===== src/rtl/int_sequencer.sv =====
`default_nettype none
// ============================================================================
//  Module   : int_sequencer
//  Purpose  : Decode-stage interrupt entry / RTI return sequencer. On an
//             accepted interrupt it freezes fetch, drains the pipeline, pushes
//             PC-low, PC-high and CCR, then redirects the PC to VEC_ADDR.
//             On RTI it pops CCR, PC-high, PC-low and resumes fetch.
//  Options  : `define INT_SEQ_MASK_EN adds an interrupt-enable bit that makes
//             the handler non-reentrant until its RTI completes.
//  Revision : 1.0 - initial release
// ============================================================================
module int_sequencer #(
    parameter int          DRAIN_CYC = 3,
    parameter logic [31:0] VEC_ADDR  = 32'h0000_0000
) (
    input  logic        clk,
    input  logic        rst,
    input  logic        interrupt,
    input  logic        rti_req,
    input  logic        load_use,
    input  logic        mem_stall,
    input  logic [31:0] pc_in,
    input  logic [2:0]  ccr_in,
    output logic        busy,
    output logic        freeze_cu,
    output logic        fetch_pc_enable,
    output logic        stack_push,
    output logic [15:0] push_data,
    output logic        pop_pc1_sig,
    output logic        pop_pc2_sig,
    output logic        pop_ccr_sig,
    output logic        pc_load,
    output logic [31:0] pc_jmp,
    output logic        int_ack
);

    // Drain counter only has to hold DRAIN_CYC-1
    localparam int                 c_cnt_w      = (DRAIN_CYC > 1) ? $clog2(DRAIN_CYC) : 1;
    localparam logic [c_cnt_w-1:0] c_drain_load = c_cnt_w'(DRAIN_CYC - 1);
    localparam logic [c_cnt_w-1:0] c_cnt_one    = c_cnt_w'(1);

    typedef enum logic [3:0] {
        S_IDLE     = 4'd0,
        S_DRAIN    = 4'd1,
        S_PUSH_PCL = 4'd2,
        S_PUSH_PCH = 4'd3,
        S_PUSH_CCR = 4'd4,
        S_VECTOR   = 4'd5,
        S_POP_CCR  = 4'd6,
        S_POP_PCH  = 4'd7,
        S_POP_PCL  = 4'd8,
        S_RESUME   = 4'd9
    } state_t;

    state_t               r_state;
    state_t               w_state_nxt;
    logic                 r_int_pending;
    logic [31:0]          r_saved_pc;
    logic [2:0]           r_saved_ccr;
    logic [c_cnt_w-1:0]   r_drain_cnt;
    logic                 w_int_enable;
    logic                 w_accept;

    // RTI wins over a simultaneous interrupt; a pulse seen during load_use
    // stays in r_int_pending so it is taken once the stall clears.
    assign w_accept = (r_state == S_IDLE) && !rti_req && !load_use &&
                      (r_int_pending || interrupt) && w_int_enable;

`ifdef INT_SEQ_MASK_EN
    logic r_int_enable;

    // Mask further interrupts from entry until the RTI sequence resumes fetch
    always_ff @(posedge clk) begin
        if (rst) begin
            r_int_enable <= 1'b1;
        end else if (w_accept) begin
            r_int_enable <= 1'b0;
        end else if (r_state == S_RESUME) begin
            r_int_enable <= 1'b1;
        end
    end

    assign w_int_enable = r_int_enable;
`else
    assign w_int_enable = 1'b1;
`endif

    // Next-state selection; stack states hold while the stack memory is busy
    always_comb begin
        w_state_nxt = r_state;
        case (r_state)
            S_IDLE: begin
                if (rti_req) begin
                    w_state_nxt = S_POP_CCR;
                end else if (w_accept) begin
                    w_state_nxt = S_DRAIN;
                end
            end
            S_DRAIN: begin
                if (r_drain_cnt == '0) begin
                    w_state_nxt = S_PUSH_PCL;
                end
            end
            S_PUSH_PCL: if (!mem_stall) w_state_nxt = S_PUSH_PCH;
            S_PUSH_PCH: if (!mem_stall) w_state_nxt = S_PUSH_CCR;
            S_PUSH_CCR: if (!mem_stall) w_state_nxt = S_VECTOR;
            S_VECTOR:   w_state_nxt = S_IDLE;
            S_POP_CCR:  if (!mem_stall) w_state_nxt = S_POP_PCH;
            S_POP_PCH:  if (!mem_stall) w_state_nxt = S_POP_PCL;
            S_POP_PCL:  if (!mem_stall) w_state_nxt = S_RESUME;
            S_RESUME:   w_state_nxt = S_IDLE;
            default:    w_state_nxt = S_IDLE;
        endcase
    end

    // State, context capture and Moore outputs decoded from the state being entered
    always_ff @(posedge clk) begin
        if (rst) begin
            r_state         <= S_IDLE;
            r_int_pending   <= 1'b0;
            r_saved_pc      <= 32'h0;
            r_saved_ccr     <= 3'b000;
            r_drain_cnt     <= '0;
            busy            <= 1'b0;
            freeze_cu       <= 1'b0;
            fetch_pc_enable <= 1'b1;
            stack_push      <= 1'b0;
            push_data       <= 16'h0;
            pop_pc1_sig     <= 1'b0;
            pop_pc2_sig     <= 1'b0;
            pop_ccr_sig     <= 1'b0;
            pc_load         <= 1'b0;
            pc_jmp          <= 32'h0;
            int_ack         <= 1'b0;
        end else begin
            r_state <= w_state_nxt;

            // Any interrupt seen while not being accepted merges into one pending bit
            if (w_accept) begin
                r_int_pending <= 1'b0;
                r_saved_pc    <= pc_in;
                r_saved_ccr   <= ccr_in;
                r_drain_cnt   <= c_drain_load;
            end else begin
                r_int_pending <= r_int_pending | interrupt;
                if ((r_state == S_DRAIN) && (r_drain_cnt != '0)) begin
                    r_drain_cnt <= r_drain_cnt - c_cnt_one;
                end
            end

            busy            <= (w_state_nxt != S_IDLE);
            freeze_cu       <= (w_state_nxt != S_IDLE);
            fetch_pc_enable <= (w_state_nxt == S_IDLE) || (w_state_nxt == S_VECTOR);
            stack_push      <= (w_state_nxt == S_PUSH_PCL) || (w_state_nxt == S_PUSH_PCH) ||
                               (w_state_nxt == S_PUSH_CCR);
            pop_ccr_sig     <= (w_state_nxt == S_POP_CCR);
            pop_pc2_sig     <= (w_state_nxt == S_POP_PCH);
            pop_pc1_sig     <= (w_state_nxt == S_POP_PCL);
            pc_load         <= (w_state_nxt == S_VECTOR);
            int_ack         <= (w_state_nxt == S_VECTOR);
            pc_jmp          <= (w_state_nxt == S_VECTOR) ? VEC_ADDR : 32'h0;

            case (w_state_nxt)
                S_PUSH_PCL: push_data <= r_saved_pc[15:0];
                S_PUSH_PCH: push_data <= r_saved_pc[31:16];
                S_PUSH_CCR: push_data <= {13'b0, r_saved_ccr};
                default:    push_data <= 16'h0;
            endcase
        end
    end

endmodule
`default_nettype wire


===== config.mk =====
export PLATFORM = sky130hd
export DESIGN_NAME = int_sequencer
export DESIGN_NICKNAME = d
export VERILOG_FILES = /design/src/rtl/int_sequencer.sv
export SDC_FILE = /design/constraint.sdc
export NUM_CORES = 1
export LEC_CHECK = 0
export ABC_CLOCK_PERIOD_IN_PS = 6780
export BUFFER_PORTS_ARGS = -buffer_cell sky130_fd_sc_hd__buf_2
export CAP_MARGIN = 10
export CORE_MARGIN = 4
export CORE_UTILIZATION = 50
export CTS_CLUSTER_DIAMETER = 200
export DETAILED_ROUTE_END_ITERATION = 8
export GPL_TIMING_DRIVEN = 0
export HOLD_SLACK_MARGIN = 0.05
export PLACE_DENSITY = 0.81
export REMOVE_ABC_BUFFERS = 1
export SYNTH_ARGS = -nofsm -noshare
export SYNTH_HDL_FRONTEND = slang
export SYNTH_SLANG_ARGS = --single-unit

===== constraint.sdc =====
create_clock -name clk -period 6.78 [get_ports clk]
set_clock_uncertainty 0.2 [all_clocks]
set_input_delay 0 -clock clk [delete_from_list [all_inputs] [get_ports clk]]
set_output_delay 0 -clock clk [all_outputs]
set_load 0.05 [all_outputs]

==> results.ini <==
[sta]
finalMaxSlewViolations=0
setup_viol=0
maxClockFrequency_mhz=302
period_needed_ns=3.31
finalSetupTns_ns=0
finalHoldViolations=0
relSlewSlack_pct=36.9
post-route-period-util_pct=48.8
rsz0062_at_grt=no
tightest_slew_ns=0.942

[power]
leakagePower_nw=1.55
finalPower_w=0.00114
p_per_area_mw_per_mm2=286
irDropWorstVdd_mv=0.171

[critical_path]
worst-path-buf-inv=1
worstPathRequired_ns=6.82
critPathKind=reg -> reg
critical_path.max_stage_delay_ns=0.68
path_cells=or3_4 -> or4_4 -> nor2_4 -> nand2_1 -> dlygate4sd3_1 -> a21oi_1
cp_max_fo=37
critical-path-top-delay-family=simple AND/OR/NAND/NOR gates
cp_slowest_cell=nor2_4
endpoint_kind=flop
cp.arrival_ns=3.35
crit_path_start_kind=flop

[worst_hold_path]
hp-class=in -> reg

[detailed_routing]
viasPerCell=4.89
wl_per_cell_um=13.4
drc=0
drt-initial-drc-count=150
routed_wl_um=7130
vias=2605
first_pass_iters=5
ant_nets=0

[floorplan]
io_pins=98
dieArea_sq_mm=0.00687
fp.coreArea_sq_mm=0.00527
die_h_um=82.9
num_rows=26
start_util_pct=53.2
die_w_um=82.9

[final_layout]
layout_commonest_cell=nand2_1
final_nets=500
syn_to_final_growth_pct=41.4
stdcell_area_sq_mm=0.00396
antenna_cells=0
drive_gt1_share_pct=19.9
layout_common_cells=nand2_1 (82), dlygate4sd3_1 (73), dfxtp_1 (65), buf_2 (65), a21oi_1 (37)

[cts]
hold_buffers=73
cts_resized=0
numCtsBuffers=9
clkSlewWorstSetupHoldPaths_ns=0.07
root_buffer=clkbuf_8
cts_max_path_buffers=2
clock_latency_ns=0.33
cts_tree=built
htreeDepth=3
post_cts.repair.setup_buffers=0
clock_sinks=65

[grt]
use_met1_pct=22.7
grt_use_total_pct=21.1
grt_overflow=0
antenna_found_initial=0
grt_max_degree=50
grt_pass1_vias=2616
grt_first_pass_wirelength_um=11900
use_met3_pct=4.36
met2_usage_pct=38.1
busiest_layer=met2

[placed_design]
place_area_sq_mm=0.00295
io_buffer_count=65
finalWeightedCongestion=0.781
dp_hpwl_um=3660

[yosys]
synth-seq-cells=65
ys_seq_area_share_pct=46.4
yosysWarnings=0
synth.avg_cell_area_sq_um=8.44
syn-instance-count=332
synthDistinctLibCells=38
synthesis.area_sq_mm=0.00280

[run_status]
outcome=completed

[job]
drv_cap=0

-- cells by family (layout without fill, tap and decap cells) --
| group | after synthesis | count (layout) | synth area share (%) |
|---|---|---|---|
| xor+xnor | 1 | 1 | 0.313 |
| buf+inv | 57 | 157 | 13.8 |
| mux | 17 | 17 | 6.25 |
| other cells | 1 | 32 | 0.134 |
| compound gates | 54 | 54 | 11.3 |
| flops | 65 | 65 | 46.4 |
| simple gates | 136 | 136 | 21.3 |
| fa+ha+maj | 1 | 1 | 0.446 |
-- cell type report --
class	instances	area, sq um
inverters	2	7.51
flip-flops and latches	65	1300
repair buffers	139	1070
multi-input cells	241	1230
clock buffers	9	124
fillers	396	1310
well taps	70	87.6
clock inverters	7	143
-- power by group --
part,internal [W],total [W],switching (W)
sequential,0.000407,0.000429,0.0000225
combinational,0.0000944,0.000274,0.000179
clock,0.000282,0.000433,0.000151
total,0.000783,0.00114,0.000352
-- sequential cells by signal (all words and copies together) (netlist names) --
signal           count
r_state              4
pop_pc1_sig          1
stack_push           1
r_saved_pc          32
push_data           16
pop_ccr_sig          1
fetch_pc_enable      1
r_drain_cnt          2
int_ack              1
freeze_cu            1
r_saved_ccr          3
r_int_pending        1
pop_pc2_sig          1
-- cells in the mapped netlist --
master | n | area [sq um]
o21bai_1 | 1 | 7.51
or4_4 | 1 | 11.3
buf_6 | 5 | 56.3
or3_1 | 2 | 12.5
buf_4 | 35 | 263
or3_4 | 1 | 11.3
mux2i_1 | 13 | 130
inv_1 | 2 | 7.51
or2_1 | 1 | 6.26
o41a_1 | 1 | 11.3
nor2_4 | 1 | 11.3
o21ai_0 | 7 | 35.0
a32o_1 | 1 | 10.0
a22oi_1 | 1 | 7.51
or4_1 | 1 | 7.51
nand4_1 | 3 | 18.8
a221oi_1 | 1 | 8.76
a31oi_1 | 1 | 6.26
dfxtp_1 | 65 | 1300
a31o_2 | 1 | 8.76
o211ai_4 | 1 | 21.3
nor2b_1 | 5 | 31.3
nand3_1 | 3 | 15.0
nor3_1 | 6 | 30.0
xnor2_1 | 1 | 8.76
nor2_1 | 22 | 82.6
buf_2 | 4 | 20.0
o31ai_1 | 1 | 7.51
ha_1 | 1 | 12.5
a21oi_1 | 37 | 185
nand2_1 | 82 | 308
a21oi_2 | 1 | 8.76
clkbuf_1 | 11 | 41.3
and3_1 | 1 | 6.26
nand2b_1 | 3 | 18.8
nor4_1 | 4 | 25.0
conb_1 | 1 | 3.75
mux2_2 | 4 | 45.0
-- worst register-to-register path, cell delays in order (launching register included) --
cell,delay (ns)
dfxtp_1,0.47
or3_4,0.47
or4_4,0.51
nor2_4,0.68
nand2_1,0.15
dlygate4sd3_1,0.60
a21oi_1,0.15
-- path summary, 6_finish.rpt --
check                                     from             end  slack, ns  cells past startpoint
worst min-delay path                  load_use  r_drain_cnt[0]       0.07                      4
worst max-delay path                r_state[1]  r_saved_pc[21]       3.47                      6
worst min register to register  r_saved_pc[18]  r_saved_pc[18]       0.26                      2
worst max register to register      r_state[1]  r_saved_pc[21]       3.47                      6
-- routing by layer --
layer	wire, um	vias to the layer above
met4	196	0
met5	0	-
li1	-	1285
met2	3760	98
met1	2770	1206
met3	403	16
-- metrics by stage --
step | std cells | worst slack, ns | hold slack [ns] | util (%)
2_1_floorplan | 308 | 4.19 | -0.138 | -
3_3_place_gp | 443 | 3.90 | 0.0440 | 56.0
3_5_place_dp | 443 | 3.85 | 0.0453 | 56.0
4_1_cts | 532 | 3.56 | 0.0529 | 74.9
5_1_grt | 533 | 3.26 | 0.112 | 75.2
6_report | 533 | 3.47 | 0.0745 | 75.2
(Power assumes the default switching activity.)
